===== src/rtl/serial_comparator_ctrl.sv =====
// rtl/serial_comparator_ctrl.sv - bit-serial MSB-first unsigned magnitude comparator
//
// Compares two unsigned WIDTH-bit operands one bit pair per clock, starting
// at the MSB and stopping at the first differing bit.
//
// Ports:
//   clk    rising-edge clock
//   rst_n  asynchronous active-low reset
//   start  compare request, sampled only while idle
//   a, b   operands, captured on the accepting edge
//   busy   registered: operation in progress (RUN or DONE)
//   done   one-cycle pulse, g/e/l valid while high
//   g/e/l  a>b / a==b / a<b, held until the next result
module serial_comparator_ctrl #(
    parameter int WIDTH = 8
) (
    input  logic             clk,
    input  logic             rst_n,
    input  logic             start,
    input  logic [WIDTH-1:0] a,
    input  logic [WIDTH-1:0] b,
    output logic             busy,
    output logic             done,
    output logic             g,
    output logic             e,
    output logic             l
);

    localparam int IW = (WIDTH > 1) ? $clog2(WIDTH) : 1;
    localparam logic [IW-1:0] IDX_MSB = IW'(WIDTH - 1);

    typedef enum logic [1:0] {
        IDLE = 2'd0,
        RUN  = 2'd1,
        DONE = 2'd2
    } state_t;

    state_t          state;
    state_t          next_state;
    logic [WIDTH-1:0] ra;
    logic [WIDTH-1:0] rb;
    logic [IW-1:0]    idx;

    logic bit_gt;
    logic bit_lt;
    logic bit_eq;

    // Current bit pair under evaluation.
    assign bit_gt = ra[idx] & ~rb[idx];
    assign bit_lt = ~ra[idx] & rb[idx];
    assign bit_eq = ~(ra[idx] ^ rb[idx]);

    always_ff @(posedge clk or negedge rst_n) begin
        if (!rst_n) begin
            state <= IDLE;
        end else begin
            state <= next_state;
        end
    end

    always_comb begin
        next_state = state;
        case (state)
            IDLE: begin
                if (start) begin
                    next_state = RUN;
                end
            end
            RUN: begin
                // idx==0 with equal bits means the operands are equal; never
                // decrement past zero.
                if (!bit_eq || (idx == '0)) begin
                    next_state = DONE;
                end
            end
            DONE: begin
                next_state = IDLE;
            end
            default: begin
                next_state = IDLE;
            end
        endcase
    end

    always_ff @(posedge clk or negedge rst_n) begin
        if (!rst_n) begin
            ra   <= '0;
            rb   <= '0;
            idx  <= IDX_MSB;
            g    <= 1'b0;
            e    <= 1'b0;
            l    <= 1'b0;
            done <= 1'b0;
            busy <= 1'b0;
        end else begin
            // busy/done follow the next state so they are flops, not a
            // combinational function of start.
            busy <= (next_state == RUN) || (next_state == DONE);
            done <= (next_state == DONE);
            case (state)
                IDLE: begin
                    if (start) begin
                        ra  <= a;
                        rb  <= b;
                        idx <= IDX_MSB;
                    end
                end
                RUN: begin
                    if (!bit_eq) begin
                        g <= bit_gt;
                        e <= 1'b0;
                        l <= bit_lt;
                    end else if (idx == '0) begin
                        g <= 1'b0;
                        e <= 1'b1;
                        l <= 1'b0;
                    end else begin
                        idx <= idx - IW'(1);
                    end
                end
                default: begin
                end
            endcase
        end
    end

endmodule

===== config.mk =====
export PLATFORM = sky130hd
export DESIGN_NAME = serial_comparator_ctrl
export DESIGN_NICKNAME = d
export VERILOG_FILES = /design/src/rtl/serial_comparator_ctrl.sv
export SDC_FILE = /design/constraint.sdc
export NUM_CORES = 1
export LEC_CHECK = 0
export ABC_AREA = 1
export CAP_MARGIN = 0
export CORE_MARGIN = 1
export CORE_UTILIZATION = 47
export DETAILED_ROUTE_END_ITERATION = 8
export PLACE_DENSITY = 0.82
export SLEW_MARGIN = 20
export SYNTH_ARGS = -nofsm -noshare
export SYNTH_HDL_FRONTEND = slang
export SYNTH_SLANG_ARGS = --single-unit

===== constraint.sdc =====
create_clock -name clk -period 2.3 [get_ports clk]
set_clock_uncertainty 0.2 [all_clocks]
set_input_delay 0.69 -clock clk [delete_from_list [all_inputs] [get_ports clk]]
set_output_delay 0.69 -clock clk [all_outputs]
set_load 0.1 [all_outputs]

# Word-level counts from Yosys, hierarchy flattened
# Index checks and enable logic that the tools add are counted.
# totals
output_inout_bits,5
word_cells,47
regBits,26
# op_classes
order_cmp,1
addsub,1
bitwise,5
n_reduce_logical,9
eq_ne,6
mux,16
# ops
op,count
$mux 3,3
$mux 1,7
$bmux 1 s3,2
$ne 2x2->1 const B,3
$pmux 3 s2,1
$eq 2x1->1 const B,2
$lt 3x4->1 const B,1
$mux 2,2
$pmux 2 s2,1
$reduce_and 2->1,2
$reduce_and 4->1,1
$reduce_bool 2->1,2
$logic_not 3->1,1
$sub 3x1->3 const B,1
$and 1x1->1,2
$eq 2x2->1 const B,1
$logic_not 2->1,1
$logic_or 1x1->1,2
$not 1->1,2
$xor 1x1->1,1

# Logic depth before layout (Yosys ltp)
# logic_depth
word_depth,8
mapped_depth,12
ltp_nobuf,12

# Worst setup path before layout
# Ideal clock, no wire load.
# synth_path
kind,flip-flop to flip-flop
start,reg idx[0]
end,reg busy
setup_ps,113
path_buffers,1
path_slack_ps,169
stages_incl_launch_ff,13
required_ps,1987
t_arrival_ps,1819
synth_period_minus_slack_ps,2131
cell_sequence,dfstp_2 -> buf_2 -> nand2_1 -> nand3_1 -> nand2_1 -> nand2_1 -> nand2_1 -> ha_1 -> nand3_2 -> nand2_2 -> inv_1 -> ha_1 -> inv_1
# synth_via
elab_chain_cells,8
word_cells_on_any_way,12
# synth_rtl
element,line_no,source
"start, declared",42,logic [IW-1:0] idx;
"start signal, assigned",118,idx <= idx - IW'(1);
$bmux 1 s3,51,assign bit_eq = ~(ra[idx] ^ rb[idx]);
$mux 1 (not written as such),51,
$xor 1x1->1,51,
$logic_or 1x1->1 (*),72,if (!bit_eq || (idx == '0)) begin
$mux 2 (*),72,
$pmux 2 s2 (*),63,case (state)
named net next_state[0],39,state_t next_state;
$eq 2x1->1 or $eq 2x2->1 (tied branches),98,busy <= (next_state == RUN) || (next_state == DONE);
$logic_or 1x1->1 (*),98,
"end signal, assigned",98,
"end, declared",22,"output logic busy,"
# The timed path passes the listed nets; every way through them passes the cells marked *. The select of a mux whose other input is x is not followed.
# A chain may end at the register's enable or synchronous reset.

# Worst setup path in the final report
# Same ends and word-level chain as after synthesis.

==> results.md <==
* Site row count at 19
* Setup violation total in the final timing report at 0
* Outcome: complete, but fails checks
* Die X at 56.8 um
* Fin. Hold Viols at 0
* DRT iter0 DRCs at 36
* Number of nets in the final layout at 217
* Total routing usage reported by global routing at 0.172
* Cell area power density at 1570 nW/um^2
* Data arrival time of the critical path at 2.27 ns
* Worst reg2reg startpoint: idx[0]$_DFFE_PN1P_
* Average via count per standard cell at 4.96
* Netlist Area Pre-Place at about 1400 um^2
* Number of global-route vias before repair at around 1k
* Root buffer cell: clkbuf_4
* Clk_lat worst skew at 0.32 ns
* Max Slew Vio Count at 0
* Largest net degree at the start of global routing at 36
* Worst path required time at 2.34 ns
* Critical path launch point type: register
* Number of sinks on the clock net at 26
* Number of warnings reported in the yosys synthesis log at 0
* Post-DRT Antenna Nets at 0
* Max-cap violations at 0
* Wire length of the first global-routing pass at 4230 um
* Largest driver fanout on the critical path at 6
* CTS buffer count at 3
* Sort of element at the end of the critical path: register
* Clock-pin slew of the registers on the worst-case setup and hold paths at roughly 0.13 ns
* Buffer levels on the longest clock path at 2
* Worst-Margin Slew at 0.323 ns
* Initial Utilization at 0.502
* Final-layout setup total negative slack at 0 ns
* Post-synth cell types at 19
* Number of synthesized register bits at 26
* Fraction of the yosys area taken by sequential cells at 0.464
* Final standard cell utilization of the core at 0.644
* Max Clk Rate at approximately 450 MHz
* Final worst hold slack at about 0.33 ns
* Via total after detailed routing at 1,105
* Logic depth of the worst register-to-register path at 12
* Finished Layout Cells at around 220
* Violations in the final reports: DRC
* Remaining DRCs at 4
* Count of H-tree levels built during CTS at 1
* Last element of the critical path: busy$_DFF_PN0_
* CTS tree: built
* Share of final-layout standard cells stronger than drive strength 1 at 0.307
* Port buffer count at 23
* Layout Cell Area excl Fill at between 1500 and 2000 um^2
* Worst setup startpoint: idx[0]$_DFFE_PN1P_
* First drt pass iteration count at 6
* Total Die Area at 3220 um^2
* Placer Congestion at 0.879
* Area grow syn2layout at 28.2%
* Max-slew headroom at the worst pin at 0.785
* Post-Syn Nets at 185
* Synthesized instance count at 161
* Post-route clock period utilization at 0.972
* DIE HEIGHT at 56.8 um
* HPWL Detailed at 1900 um
* Reg-to-reg setup timing slack at between 0.06 and 0.07 ns
* Post-layout min period at roughly 2.2 ns
* Class of the most critical hold timing path: reg -> reg
* Antenna diode instance count at 0
* Area of the core at 2810 um^2
* Detailed Route WL at 2670 um
* Number of I/O pins at 24
* Capture instance of the worst register-to-register path: busy$_DFF_PN0_
* Hold-fix buffers at CTS at 0
* GRT overflow at 0
* Worst vdd rail ir drop at 0.000744 V
* Placed cell count at around 210
* Leak pwr at 0.905 nW
* WL per Instance at about 12 um
* Mean cell area of the mapped netlist at 8.75 um^2
* Initial antenna violation count at 0
* Number of inserted filler cells in the final layout at 246
* Placed instance area at 1710 um^2
* Critical path class: reg -> reg
[report_power, final]
part	internal [W]	switching, W	leakage [nW]
Clock	0.0000970	0.000135	0.0210
Sequential	0.000693	0.000137	0.296
Combinational	0.000718	0.00106	0.588
[worst max-delay path, stage by stage (launching register included)]
cell,delay (ns)
dfstp_2,0.61
buf_4,0.14
nand2_1,0.05
nand3_1,0.10
nand2_1,0.07
nand2_1,0.07
nand2_1,0.09
ha_4,0.30
nand3_4,0.09
nand2_2,0.08
inv_1,0.04
ha_1,0.26
inv_1,0.03
[cells by family (layout without fill, tap and decap cells)]
family / after synthesis / count (layout) / share of synthesized area
DFF: 26 / 26 / 0.464
and+or+nand+nor: 85 / 85 / 0.282
xor gates and xnor gates: 1 / 1 / 0.00622
AOI/OAI and AO/OA: 16 / 16 / 0.0995
buffers and inverters: 28 / 59 / 0.104
adders and majority gates: 5 / 5 / 0.0444
[synth_stat cells, drive strengths merged]
cell type / count / area (um^2)
dfrtp: 23 / 576
ha: 5 / 62.6
dfstp: 3 / 78.8
a21oi: 16 / 140
buf: 5 / 57.6
nor2: 18 / 105
nand2: 51 / 206
nand3: 16 / 85.1
inv: 23 / 88.8
xnor2: 1 / 8.76
[layout by cell type, fill, tap and decap left out, drive strengths merged]
master	count
a21oi	16
nor2	18
clkbuf	4
dfstp	3
dfrtp	23
ha	5
clkdlybuf4s50	18
inv	23
buf	14
xnor2	1
nand2	51
nand3	16
[stage by stage]
step           setup WS, ns  power (W)
3_5_place_dp         0.0619    0.00241
5_1_grt             -0.0384    0.00306
3_3_place_gp          0.120    0.00235
6_report             0.0652    0.00284
2_1_floorplan         0.169    0.00203
4_1_cts              0.0433    0.00265
[layer usage]
metal,vias to the layer above,GRT usage,share of wire
met3,7,0.0207,0.034
met1,521,0.202,0.44
met5,-,0,0
met4,0,0.0627,0.022
li1,551,-,-
met2,26,0.318,0.50
[worst min-delay path by stage]
stage                     depth (start not counted)         startpoint           endpoint  slack (ns)
after CTS                                         2  rb[4]$_DFFE_PN0P_  rb[4]$_DFFE_PN0P_        0.33
final                                             2  rb[4]$_DFFE_PN0P_  rb[4]$_DFFE_PN0P_        0.33
after detailed placement                          2  rb[4]$_DFFE_PN0P_  rb[4]$_DFFE_PN0P_        0.30
after global placement                            2  rb[3]$_DFFE_PN0P_  rb[3]$_DFFE_PN0P_        0.30
after floorplan                                   0              rst_n     busy$_DFF_PN0_        0.19
after global routing                              2  rb[6]$_DFFE_PN0P_  rb[6]$_DFFE_PN0P_        0.35
[final cells by class]
class	count	area [um^2]	share of cell area
inverter	23	88.8	0.0492
multi-input combinational	107	628	0.348
timing repair buffer	32	360	0.199
sequential	26	654	0.362
tap	31	38.8	0.0215
clock buffer	4	36.3	0.0201
[registers in the layout (all words and copies together) (netlist names)]
name and cells:
ra 8, rb 8, idx 3, state 2, busy 1, done 1, e 1, g 1
l 1
[timing repair]
item | in CTS | in global routing
resized for setup | 0 | 2
setup endpoints to repair | 0 | 3
hold endpoints to repair | 0 | 0
buffers inserted | 0 | 6
Note: power is estimated with default switching activity, not from simulation.
